[config.mk]
export PLATFORM = sky130hd
export DESIGN_NAME = wfg_drive_spi_mc
export DESIGN_NICKNAME = d
export VERILOG_FILES = /design/src/rtl/wfg_drive_spi_mc_pkg.sv /design/src/rtl/wfg_drive_spi_mc_clkgen.sv /design/src/rtl/wfg_drive_spi_mc.sv
export SDC_FILE = /design/constraint.sdc
export NUM_CORES = 1
export LEC_CHECK = 0
export ABC_AREA = 1
export CAP_MARGIN = 0
export CORE_MARGIN = 2
export CORE_UTILIZATION = 25
export DETAILED_ROUTE_END_ITERATION = 6
export PLACE_DENSITY = 0.44
export SLEW_MARGIN = 20
export SYNTH_ARGS = -nofsm -noshare
export SYNTH_HDL_FRONTEND = slang
export SYNTH_SLANG_ARGS = --single-unit
[constraint.sdc]
create_clock -name wb_clk_i -period 3.65 [get_ports wb_clk_i]
set_clock_uncertainty 0.05 [all_clocks]
set_input_delay 0.73 -clock wb_clk_i [delete_from_list [all_inputs] [get_ports wb_clk_i]]
set_output_delay 0.73 -clock wb_clk_i [all_outputs]
set_load 0.01 [all_outputs]
[src/rtl/wfg_drive_spi_mc_pkg.sv]
// -----------------------------------------------------------------------------
// wfg_drive_spi_mc_pkg
// Shared types and helpers for the second-generation SPI drive core.
//   state_t        : frame-sequencer states
//   DFF_*          : frame-size encodings carried on cfg_dff_i
//   frame_bits()   : frame-size encoding -> number of bits (8..32)
//   bit_rev32()    : full 32-bit bit reversal, used for LSB-first ordering
// -----------------------------------------------------------------------------
package wfg_drive_spi_mc_pkg;

    typedef enum logic [2:0] {
        IDLE,
        SETUP,
        SHIFT,
        HOLD,
        CS_HOLD
    } state_t;

    localparam logic [1:0] DFF_8  = 2'd0;
    localparam logic [1:0] DFF_16 = 2'd1;
    localparam logic [1:0] DFF_24 = 2'd2;
    localparam logic [1:0] DFF_32 = 2'd3;

    // Largest frame; the shift registers are sized for it.
    localparam int unsigned MAX_FRAME_BITS = 32;

    function automatic logic [5:0] frame_bits(input logic [1:0] dff);
        logic [5:0] bits;
        unique case (dff)
            DFF_8:   bits = 6'd8;
            DFF_16:  bits = 6'd16;
            DFF_24:  bits = 6'd24;
            default: bits = 6'd32;
        endcase
        return bits;
    endfunction

    function automatic logic [31:0] bit_rev32(input logic [31:0] value);
        logic [31:0] rev;
        for (int i = 0; i < 32; i++) begin
            rev[i] = value[31-i];
        end
        return rev;
    endfunction

endpackage

[src/rtl/wfg_drive_spi_mc_clkgen.sv]
// -----------------------------------------------------------------------------
// wfg_drive_spi_mc_clkgen
// Half-period timer for the SPI drive. Counts 0..div while run is high and
// emits a one-cycle tick at the end of each half-period. parity toggles on
// every tick, so after a restart it equals the number of ticks seen, mod 2.
//   clk, rst_n : clock, asynchronous active-low reset
//   restart    : frame-start strobe; clears counter and parity
//   run        : count enable (high while a frame is in progress)
//   div        : half-period length minus one, in clk cycles
//   tick       : end-of-half-period pulse
//   parity     : tick count since restart, mod 2
// -----------------------------------------------------------------------------
module wfg_drive_spi_mc_clkgen
    import wfg_drive_spi_mc_pkg::*;
#(
    parameter int CLKDIV_WIDTH = 8
) (
    input  logic                    clk,
    input  logic                    rst_n,
    input  logic                    restart,
    input  logic                    run,
    input  logic [CLKDIV_WIDTH-1:0] div,
    output logic                    tick,
    output logic                    parity
);

    logic [CLKDIV_WIDTH-1:0] cnt_q;

    assign tick = run && !restart && (cnt_q == div);

    // NOTE: state registers use non-blocking assignments so every flop samples
    // the pre-edge values; blocking here would create order-dependent races.
    always_ff @(posedge clk or negedge rst_n) begin
        if (!rst_n) begin
            cnt_q  <= '0;
            parity <= 1'b0;
        end else if (restart) begin
            cnt_q  <= '0;
            parity <= 1'b0;
        end else if (run) begin
            if (cnt_q == div) begin
                cnt_q  <= '0;
                parity <= ~parity;
            end else begin
                cnt_q <= cnt_q + 1'b1;
            end
        end
    end

endmodule

[src/rtl/wfg_drive_spi_mc.sv]
// -----------------------------------------------------------------------------
// wfg_drive_spi_mc
// SPI drive core: on each wfg_core_sync_i pulse takes one AXI-Stream sample
// and shifts it out over SPI, capturing SDI in parallel.
//   wb_clk_i, wb_rst_ni       : clock, asynchronous active-low reset
//   wfg_core_sync_i           : frame-start pulse
//   wfg_core_subcycle_i       : unused
//   cfg_*                     : mode, bit order, frame size, CS index, divider
//   wfg_axis_t*               : stream input (tready is combinational)
//   wfg_drive_spi_sclk_o/cs_no/sdo_o/sdi_i : SPI pins
//   rx_data_o, rx_valid_o     : received frame, right-aligned, with strobe
//   busy_o                    : frame in progress
//   err_underrun_o/overrun_o  : sticky sync-without-data / sync-while-busy
// -----------------------------------------------------------------------------
module wfg_drive_spi_mc
    import wfg_drive_spi_mc_pkg::*;
#(
    parameter int AXIS_DATA_WIDTH = 32,
    parameter int NUM_CS          = 4,
    parameter int CLKDIV_WIDTH    = 8
) (
    input  logic                       wb_clk_i,
    input  logic                       wb_rst_ni,
    input  logic                       wfg_core_sync_i,
    input  logic                       wfg_core_subcycle_i,
    input  logic                       cfg_en_i,
    input  logic                       cfg_cpol_i,
    input  logic                       cfg_cpha_i,
    input  logic                       cfg_lsbfirst_i,
    input  logic [1:0]                 cfg_dff_i,
    input  logic [2:0]                 cfg_cs_sel_i,
    input  logic [CLKDIV_WIDTH-1:0]    cfg_clkdiv_i,
    output logic                       wfg_axis_tready_o,
    input  logic                       wfg_axis_tvalid_i,
    input  logic                       wfg_axis_tlast_i,
    input  logic [AXIS_DATA_WIDTH-1:0] wfg_axis_tdata_i,
    output logic                       wfg_drive_spi_sclk_o,
    output logic [NUM_CS-1:0]          wfg_drive_spi_cs_no,
    output logic                       wfg_drive_spi_sdo_o,
    input  logic                       wfg_drive_spi_sdi_i,
    output logic [31:0]                rx_data_o,
    output logic                       rx_valid_o,
    output logic                       busy_o,
    output logic                       err_underrun_o,
    output logic                       err_overrun_o
);

    state_t state_q, state_d;

    // Per-frame snapshot of configuration and stream sideband.
    logic                    cpol_q;
    logic                    cpha_q;
    logic                    lsb_q;
    logic [1:0]              dff_q;
    logic [2:0]              cs_idx_q;
    logic [CLKDIV_WIDTH-1:0] div_q;
    logic                    tlast_q;

    logic [MAX_FRAME_BITS-1:0] tx_sr_q;   // next bit to send is always [31]
    logic [MAX_FRAME_BITS-1:0] rx_sr_q;   // newest bit enters at [0]
    logic                      sdo_q;
    logic                      phase_q;   // SCLK relative to its idle level
    logic                      cs_active_q;
    logic [6:0]                edge_cnt_q;

    logic        idle_like;
    logic        xfer;
    logic        tick;
    logic        parity;
    logic [5:0]  n_bits;
    logic [6:0]  last_edge;
    logic        sample_edge;
    logic [31:0] tx_frame;
    logic [31:0] rx_aligned;

    // Interface-compatibility inputs and stream bits above the widest frame.
    logic unused_inputs;
    assign unused_inputs = ^{wfg_core_subcycle_i, wfg_axis_tdata_i};

    assign idle_like         = (state_q == IDLE) || (state_q == CS_HOLD);
    assign busy_o            = !idle_like;
    assign wfg_axis_tready_o = idle_like && cfg_en_i && wfg_core_sync_i;
    assign xfer              = wfg_axis_tready_o && wfg_axis_tvalid_i;

    assign n_bits    = frame_bits(dff_q);
    assign last_edge = {n_bits, 1'b0} - 7'd1;

    // parity equals the 1-based SHIFT edge index mod 2 at that edge's tick,
    // because the SETUP half-period contributes exactly one earlier tick.
    assign sample_edge = cpha_q ? !parity : parity;

    // Transmit word pre-aligned so the first bit on the wire sits at [31].
    assign tx_frame = cfg_lsbfirst_i
                    ? bit_rev32(wfg_axis_tdata_i[31:0])
                    : wfg_axis_tdata_i[31:0] << (6'd32 - frame_bits(cfg_dff_i));

    // rx_sr_q holds the first received bit at [N-1]; LSB-first puts it at [0].
    assign rx_aligned = lsb_q ? (bit_rev32(rx_sr_q) >> (6'd32 - n_bits)) : rx_sr_q;

    // Outside a frame SCLK follows the live idle level so reset and idle
    // both present cfg_cpol_i directly.
    assign wfg_drive_spi_sclk_o = busy_o ? (cpol_q ^ phase_q) : cfg_cpol_i;
    assign wfg_drive_spi_sdo_o  = sdo_q;

    always_comb begin
        wfg_drive_spi_cs_no = '1;
        for (int i = 0; i < NUM_CS; i++) begin
            if (cs_active_q && (cs_idx_q == 3'(i))) begin
                wfg_drive_spi_cs_no[i] = 1'b0;
            end
        end
    end

    wfg_drive_spi_mc_clkgen #(
        .CLKDIV_WIDTH(CLKDIV_WIDTH)
    ) u_clkgen (
        .clk    (wb_clk_i),
        .rst_n  (wb_rst_ni),
        .restart(xfer),
        .run    (busy_o),
        .div    (div_q),
        .tick   (tick),
        .parity (parity)
    );

    // ---------------------------------------------------------------- FSM
    always_ff @(posedge wb_clk_i or negedge wb_rst_ni) begin
        if (!wb_rst_ni) begin
            state_q <= IDLE;
        end else begin
            state_q <= state_d;
        end
    end

    // NOTE: state_d gets a default before the case so every path assigns it;
    // a missing assignment in a combinational block would infer a latch.
    always_comb begin
        state_d = state_q;
        unique case (state_q)
            IDLE: begin
                if (xfer) state_d = SETUP;
            end
            CS_HOLD: begin
                if (xfer)           state_d = SETUP;
                else if (!cfg_en_i) state_d = IDLE;
            end
            SETUP: begin
                if (tick) state_d = SHIFT;
            end
            SHIFT: begin
                if (tick && (edge_cnt_q == last_edge)) state_d = HOLD;
            end
            HOLD: begin
                if (tick) state_d = tlast_q ? IDLE : CS_HOLD;
            end
            default: state_d = IDLE;
        endcase
    end

    // ----------------------------------------------------------- datapath
    always_ff @(posedge wb_clk_i or negedge wb_rst_ni) begin
        if (!wb_rst_ni) begin
            cpol_q      <= 1'b0;
            cpha_q      <= 1'b0;
            lsb_q       <= 1'b0;
            dff_q       <= DFF_8;
            cs_idx_q    <= '0;
            div_q       <= '0;
            tlast_q     <= 1'b0;
            tx_sr_q     <= '0;
            rx_sr_q     <= '0;
            sdo_q       <= 1'b0;
            phase_q     <= 1'b0;
            cs_active_q <= 1'b0;
            edge_cnt_q  <= '0;
            rx_data_o   <= '0;
            rx_valid_o  <= 1'b0;
        end else begin
            rx_valid_o <= 1'b0;
            if (xfer) begin
                cpol_q      <= cfg_cpol_i;
                cpha_q      <= cfg_cpha_i;
                lsb_q       <= cfg_lsbfirst_i;
                dff_q       <= cfg_dff_i;
                cs_idx_q    <= cfg_cs_sel_i;
                div_q       <= cfg_clkdiv_i;
                tlast_q     <= wfg_axis_tlast_i;
                rx_sr_q     <= '0;
                phase_q     <= 1'b0;
                edge_cnt_q  <= '0;
                cs_active_q <= 1'b1;
                if (!cfg_cpha_i) begin
                    // CPHA=0: first bit must be valid before the leading edge.
                    sdo_q   <= tx_frame[31];
                    tx_sr_q <= tx_frame << 1;
                end else begin
                    sdo_q   <= 1'b0;
                    tx_sr_q <= tx_frame;
                end
            end else begin
                unique case (state_q)
                    SHIFT: begin
                        if (tick) begin
                            phase_q    <= ~phase_q;
                            edge_cnt_q <= edge_cnt_q + 7'd1;
                            if (sample_edge) begin
                                rx_sr_q <= {rx_sr_q[30:0], wfg_drive_spi_sdi_i};
                            end else if (edge_cnt_q != last_edge) begin
                                sdo_q   <= tx_sr_q[31];
                                tx_sr_q <= tx_sr_q << 1;
                            end
                        end
                    end
                    HOLD: begin
                        if (tick) begin
                            rx_valid_o <= 1'b1;
                            rx_data_o  <= rx_aligned;
                            sdo_q      <= 1'b0;
                            if (tlast_q) cs_active_q <= 1'b0;
                        end
                    end
                    CS_HOLD: begin
                        if (!cfg_en_i) cs_active_q <= 1'b0;
                    end
                    default: ;
                endcase
            end
        end
    end

    // ------------------------------------------------------ sticky errors
    always_ff @(posedge wb_clk_i or negedge wb_rst_ni) begin
        if (!wb_rst_ni) begin
            err_underrun_o <= 1'b0;
            err_overrun_o  <= 1'b0;
        end else if (!cfg_en_i) begin
            err_underrun_o <= 1'b0;
            err_overrun_o  <= 1'b0;
        end else if (wfg_core_sync_i) begin
            if (idle_like && !wfg_axis_tvalid_i) err_underrun_o <= 1'b1;
            if (!idle_like)                      err_overrun_o  <= 1'b1;
        end
    end

endmodule

==> impl_results.md, run 1 <==
* Outcome: completed
* Core region area at 32450 um2
* LEAKAGE at 0.005023 uW
* Max_slew headroom at 0.4578
* Pins over their slew limit at 0
* CTS Buf Count at 17
* H-tree depth at 4
* Switching part of the total at 0.2416
* RSZ-0062 raised after global routing: no
* R2r worst-path depth at 12
* Initial antenna violation count at 0
* TritonCTS Sinks at 138
* Min Tclk post-route at 2.929 ns
* CTS Hold Bufs at 0
* Final Cycle Share at 0.8024
* Final Setup Violations at 0
* Synth Net Count at 1212
* Syn avg cell area at 7.143 um2
* Final non-filler cell area at 10190 um2
* Port bufs at 97
* Total number of yosys warnings at 0
* Synth area leader: dfrtp_1
* Pre-antenna DRT Iters at 5
* Post-synth EDFFs at 0
* Mapped Cells at 1150
* P&R area growth vs syn at 24.11%
* Worst r2r src: dff_q[0]$_DFFE_PN0P_
* Number of global-route vias before repair at 7496
* Max IR drop VDD at 0.0002851 V
* Largest net degree at the start of global routing at 74
* Synth area leaders: dfrtp_1 (42%), nand2_1 (21%), o21ai_0 (5.8%)
* Wire per inst at 15.09 um
* Clock Latency Late Sink at 0.43 ns
* Reg power frac at 0.427
* Critical Path Fanout Max at 18
* Flop-to-flop setup slack at 0.72 ns
* Post-CTS Setup Bufs at 0
* Placed Area at 9589 um2
* Post-synth top flop: dfrtp_1
* Worst slew pin tran at 0.8124 ns
* Synthesized cell area at 8214 um2
* Worst setup EP type: flop
* Routability cong. at 0.7985
* Setup TNS at 0 ns
* # fillers at 3559
* Die W at 185.3 um
* Seq cells post-synth at 138
* # diodes at 0
* CP arrival at 3.25 ns
* Clk buf depth at 2
* Int Pwr at 2718 uW
* Starting Density at 0.2531
* Min Hold Slack at 0.2798 ns
* Fraction of registers with async set or reset after synthesis at 1.000
* Cell with the most instances after synthesis: nand2_1
* Share of post-route cells with drive strength above 1 at 0.06392
* DR iter-0 viols at 483
* First-pass GRT wire length at 40870 um
* Grt ovf at 0
* Post-DRT Antenna Nets at 0
* GRT Resource Usage Total at 0.1519
* Drt total wl at 25320 um
* NetSw at 866.0 uW
* Max-cap violations at 0
* Clk pwr share at 0.512
* CTS tree: yes
* Hold Crit Class: in -> async
* Rows at 66
* Final core occ at 0.3141
* Placed cells at 1647
* Cell chosen for the clock root: clkbuf_16
* Register area share after synthesis at 0.4204
* Most frequent cells after synthesis: nand2_1 (459), dfrtp_1 (138), inv_1 (107), o21ai_0 (96), nand3_1 (57)
* Gate power share at 0.061
* # nets final at 1286
* Post-CTS sizing at 0
* Pwr dens at 351.6 nW/um2
* Worst endpoint required time at 3.97 ns
* Peak Freq at 341.5 MHz
* Fin. Hold Viols at 0
* CTS clk-pin slew, worst paths at 0.06 ns
* Die area at 34320 um2
* Setup CP Type: reg -> reg
* Worst setup SP type: flop
* Via count at 7760
* DR DRC count at 0
* Synth cell types at 42
* IO Count at 99
* Vias per cell at 4.625
* Fin cells at 1678
* Post-DP HPWL at 17370 um
* Worst r2r dst: rx_data_o[20]$_DFFE_PN0P_
* Yosys top cell area share at 0.4204
* Die Ht at 185.3 um
how the worst max path moves through the flow:
| stage | start | end | slack [ns] |
|---|---|---|---|
| after global routing | dff_q[0]$_DFFE_PN0P_ | rx_data_o[20]$_DFFE_PN0P_ | 0.49 |
| after CTS | dff_q[0]$_DFFE_PN0P_ | rx_data_o[20]$_DFFE_PN0P_ | 0.75 |
| final | dff_q[0]$_DFFE_PN0P_ | rx_data_o[20]$_DFFE_PN0P_ | 0.72 |
| after floorplan | dff_q[0]$_DFFE_PN0P_ | rx_data_o[15]$_DFFE_PN0P_ | 1.21 |
| after detailed placement | cfg_lsbfirst_i | tx_sr_q[6]$_DFFE_PN0P_ | 0.65 |
| after global placement | cfg_lsbfirst_i | tx_sr_q[6]$_DFFE_PN0P_ | 0.63 |
kinds of logic after synthesis:
kind of cell	synth area share
AND/OR/NAND/NOR	0.2941
AO/OA/AOI/OAI	0.1744
buffers and inverters	0.09216
flip-flops	0.4204
XOR/XNOR	0.008530
adder cells (fa/ha/maj)	0.009139
multiplexers	0.001219
flip-flops by register name, indices dropped and copies added (netlist names), 2 cells and up:
register	count
rx_data_o	32
rx_sr_q	32
div_q	8
tx_sr_q	32
edge_cnt_q	7
state_q	3
u_clkgen.cnt_q	8
cs_idx_q	3
dff_q	2
critical path: stages, from the launching register on:
cell,delay (ns)
dfrtp_1,0.41
inv_1,0.08
ha_1,0.20
nor2_2,0.27
inv_1,0.09
nand2_1,0.08
nand2_2,0.24
inv_1,0.12
buf_4,0.24
nand2_1,0.46
o22ai_1,0.45
nand2_1,0.09
nand2_1,0.07
metal layers:
metal | vias to the layer above | part of all wire | global-route usage
li1 | 3904 | - | -
met1 | 3667 | 0.47 | 0.2050
met2 | 166 | 0.47 | 0.2467
met3 | 23 | 0.036 | 0.02890
met4 | 0 | 0.016 | 0.04286
met5 | - | 0 | 0
cells in the final DEF, fill, tap and decap left out, types with 6 or more instances in the layout:
cell / count
nand2_1: 459
dfrtp_1: 138
inv_1: 107
o21ai_0: 96
clkdlybuf4s50_1: 96
nand3_1: 57
a21oi_1: 42
o31ai_1: 31
nor2_1: 27
o22ai_1: 26
o211ai_1: 21
buf_4: 19
clkbuf_16: 17
o21ai_1: 10
nand4_1: 7
inv_2: 6
a22oi_1: 6
ha_1: 6
power groups by stage:
stage | clock network (uW) | logic [uW] | registers, uW
after floorplan | 0 | 80.2 | 1560
after global placement | 0 | 224 | 1560
after global routing | 1970 | 245 | 1530
after CTS | 1890 | 224 | 1530
after detailed placement | 0 | 223 | 1560
final | 1830 | 218 | 1530
metrics by stage:
step	total power, uW	worst slack (ns)
3_3_place_gp	1785	0.6281
6_report	3584	0.7213
2_1_floorplan	1641	1.210
5_1_grt	3742	0.4931
3_5_place_dp	1784	0.6454
4_1_cts	3642	0.7456
final cells by class:
| type | count | area, um2 | area share |
|---|---|---|---|
| multi-input combinational | 836 | 4004 | 0.3927 |
| sequential | 138 | 3453 | 0.3387 |
| timing repair buffer | 118 | 1155 | 0.1133 |
| tap | 442 | 553.0 | 0.05425 |
| clock buffer | 19 | 442.9 | 0.04345 |
| inverter | 113 | 424.2 | 0.04161 |
| clock inverter | 12 | 162.7 | 0.01595 |
No activity file was read; power rests on OpenSTA's default activity.
==> inputs of run 2 (changes only) <==
--- a/config.mk
+++ b/config.mk
@@ -10,7 +10,7 @@
 export CORE_MARGIN = 2
 export CORE_UTILIZATION = 25
 export DETAILED_ROUTE_END_ITERATION = 6
-export PLACE_DENSITY = 0.44
+export PLACE_DENSITY = 0.46
 export SLEW_MARGIN = 20
 export SYNTH_ARGS = -nofsm -noshare
 export SYNTH_HDL_FRONTEND = slang
==> constraint.sdc (replaced) <==
create_clock -name wb_clk_i -period 2.5 [get_ports wb_clk_i]
set_clock_uncertainty 0.05 [all_clocks]
set_input_delay 0.5 -clock wb_clk_i [delete_from_list [all_inputs] [get_ports wb_clk_i]]
set_output_delay 0.5 -clock wb_clk_i [all_outputs]
set_load 0.01 [all_outputs]
==> run 2 against run 1 <==
Effect of this change: cell area up 2.5%; final cell count increased by 1.5%; non-clock buffer count rose by 24.
==> impl_results.md, run 2 (synthesized netlist as in run 1, its figures left out) <==
* Post-DP HPWL at 17250 um
* Die Ht at 185.3 um
* CTS clk-pin slew, worst paths at 0.06 ns
* CTS Buf Count at 17
* Pins over their slew limit at 0
* Initial antenna violation count at 0
* TritonCTS Sinks at 138
* Setup CP Type: reg -> out
* Setup WS post-layout at 0.1117 ns
* Wire per inst at 14.53 um
* Critical Path Fanout Max at 5
* # fillers at 3491
* Fin. Hold Viols at 0
* Routability cong. at 0.8251
* Top cell by count, worst path: nor2_4
* WP buf/inv at 1
* Starting Density at 0.2531
* CP arrival at 1.84 ns
* Max-cap violations at 0
* Clk buf depth at 2
* Drt total wl at 24750 um
* Number of global-route vias before repair at 7594
* H-tree depth at 4
* CTS tree: yes
* # nets final at 1310
* Most frequent cells in the layout: nand2_1 (459), dfrtp_1 (138), inv_1 (107)
* P&R area growth vs syn at 27.24%
* First-pass GRT wire length at 40850 um
* Largest regs: rx_data_o (32), rx_sr_q (32), tx_sr_q (32)
* Met3 usage at 0.02635
* Max IR drop VDD at 0.0004315 V
* DR iter-0 viols at 471
* Grt ovf at 0
* Clock Latency Late Sink at 0.43 ns
* GRT Resource Usage Total at 0.1504
* Rows at 66
* Worst slew pin tran at 0.5498 ns
* Slowest-stage cell, CP: clkdlybuf4s50_1
* Post-DRT Antenna Nets at 0
* Core region area at 32450 um2
* IO Count at 99
* Final Setup Violations at 0
* Min Tclk post-route at 2.388 ns
* Die area at 34320 um2
* CP max stage delay at 0.55 ns
* Via count at 7700
* GR Layer Usage met2 at 0.2518
* Grt peak-use layer: met2
* Largest net degree at the start of global routing at 53
* Max_slew headroom at 0.6301
* LEAKAGE at 0.005152 uW
* Flop-to-flop setup slack at 0.28 ns
* Final Cycle Share at 0.9553
* GRT met1 Usage at 0.2027
* Worst setup SP type: flop
* Port bufs at 97
* CP top delay family: buffers and inverters
* Final core occ at 0.3220
* Peak Freq at 418.7 MHz
* Die W at 185.3 um
* Cell chosen for the clock root: clkbuf_16
* Share of post-route cells with drive strength above 1 at 0.08247
* Setup TNS at 0 ns
* RSZ-0062 raised after global routing: no
* Vias per cell at 4.521
* Pwr dens at 487.2 nW/um2
* Outcome: completed
* # diodes at 0
* Min Hold Slack at 0.4167 ns
* Pre-antenna DRT Iters at 5
* Worst endpoint required time at 1.95 ns
* Pre-CTS WS at 0.08363 ns
* Worst setup EP type: primary output
* DR DRC count at 0
* Overall Power at 5092 uW
* CP Cell Sequence: nor2_4 -> nand2_4 -> nor2_4 -> clkdlybuf4s50_1
* Hold Crit Class: reg -> reg
* Commonest non-fill, non-tap cell in the layout: nand2_1
## run 2: cell count changes in the layout (fill, tap and decap cells not counted), sizes merged
cell	change
dlygate4sd3	+1
clkdlybuf4s50	-1
clkinv	+1
bufinv	-2
buf	+23
inv	+1
clkbuf	-1
clkinvlp	+2
dlymetal6s2s	+1
## run 2: worst min-delay path, cell delays in order (launching register included)
cell	delay (ns)
dfrtp_1	0.34
nand2_1	0.05
nand2_1	0.04
## run 2: final cells by class
class,count,area [um2],share of cell area
Clock buffer,18,439.2,0.04202
Timing Repair Buffer,142,1440,0.1378
Tap cell,442,553.0,0.05291
Multi-Input combinational cell,836,4004,0.3831
Sequential cell,138,3453,0.3304
Inverter,113,424.2,0.04058
Clock inverter,14,137.6,0.01317
## run 2: power breakdown
part           internal, uW  leakage (uW)  switching [uW]
logic                   143       0.00324             192
clock network          1420      0.000272            1110
registers              2230       0.00164            2.13
total                  3790       0.00515            1300
## run 2: worst paths after layout
path	from	to	cells after the start
max	state_q[1]$_DFFE_PN0P_	wfg_axis_tready_o	4
min	rx_data_o[18]$_DFFE_PN0P_	rx_data_o[18]$_DFFE_PN0P_	2
max reg2reg	dff_q[0]$_DFFE_PN0P_	tx_sr_q[4]$_DFFE_PN0P_	12
min reg2reg	rx_data_o[18]$_DFFE_PN0P_	rx_data_o[18]$_DFFE_PN0P_	2
max in group asynchronous	wb_rst_ni	rx_data_o[24]$_DFFE_PN0P_	3
min in group asynchronous	wb_rst_ni	rx_sr_q[16]$_DFFE_PN0P_	2
## run 2: stage by stage
stage	area (um2)	std cells
after floorplan	8214	1150
after global placement	9832	1666
after detailed placement	9832	1666
after CTS	10430	1701
after global routing	10450	1703
final	10450	1703
## run 2: timing repair
action,CTS,global route
resized for setup,0,1
hold endpoints to repair,39,0
endpoints found under the setup margin,1,2
hold buffers,1,0
setup buffers,2,2
pin swaps,1,1
## run 2: layer usage
metal | vias to the layer above | share of wire | routed length, um
li1 | 3940 | - | -
met5 | - | 0 | 0
met4 | 0 | 0.0093 | 229
met1 | 3607 | 0.48 | 11810
met3 | 16 | 0.034 | 842
met2 | 137 | 0.48 | 11870
==> inputs of run 3 (changes only) <==
--- a/config.mk
+++ b/config.mk
@@ -11,6 +11,7 @@
 export CORE_UTILIZATION = 25
 export DETAILED_ROUTE_END_ITERATION = 6
 export PLACE_DENSITY = 0.46
+export SKIP_LAST_GASP = 1
 export SLEW_MARGIN = 20
 export SYNTH_ARGS = -nofsm -noshare
 export SYNTH_HDL_FRONTEND = slang
==> results of run 3 <==
Final layout, timing and power as in run 2 (identical DEF).
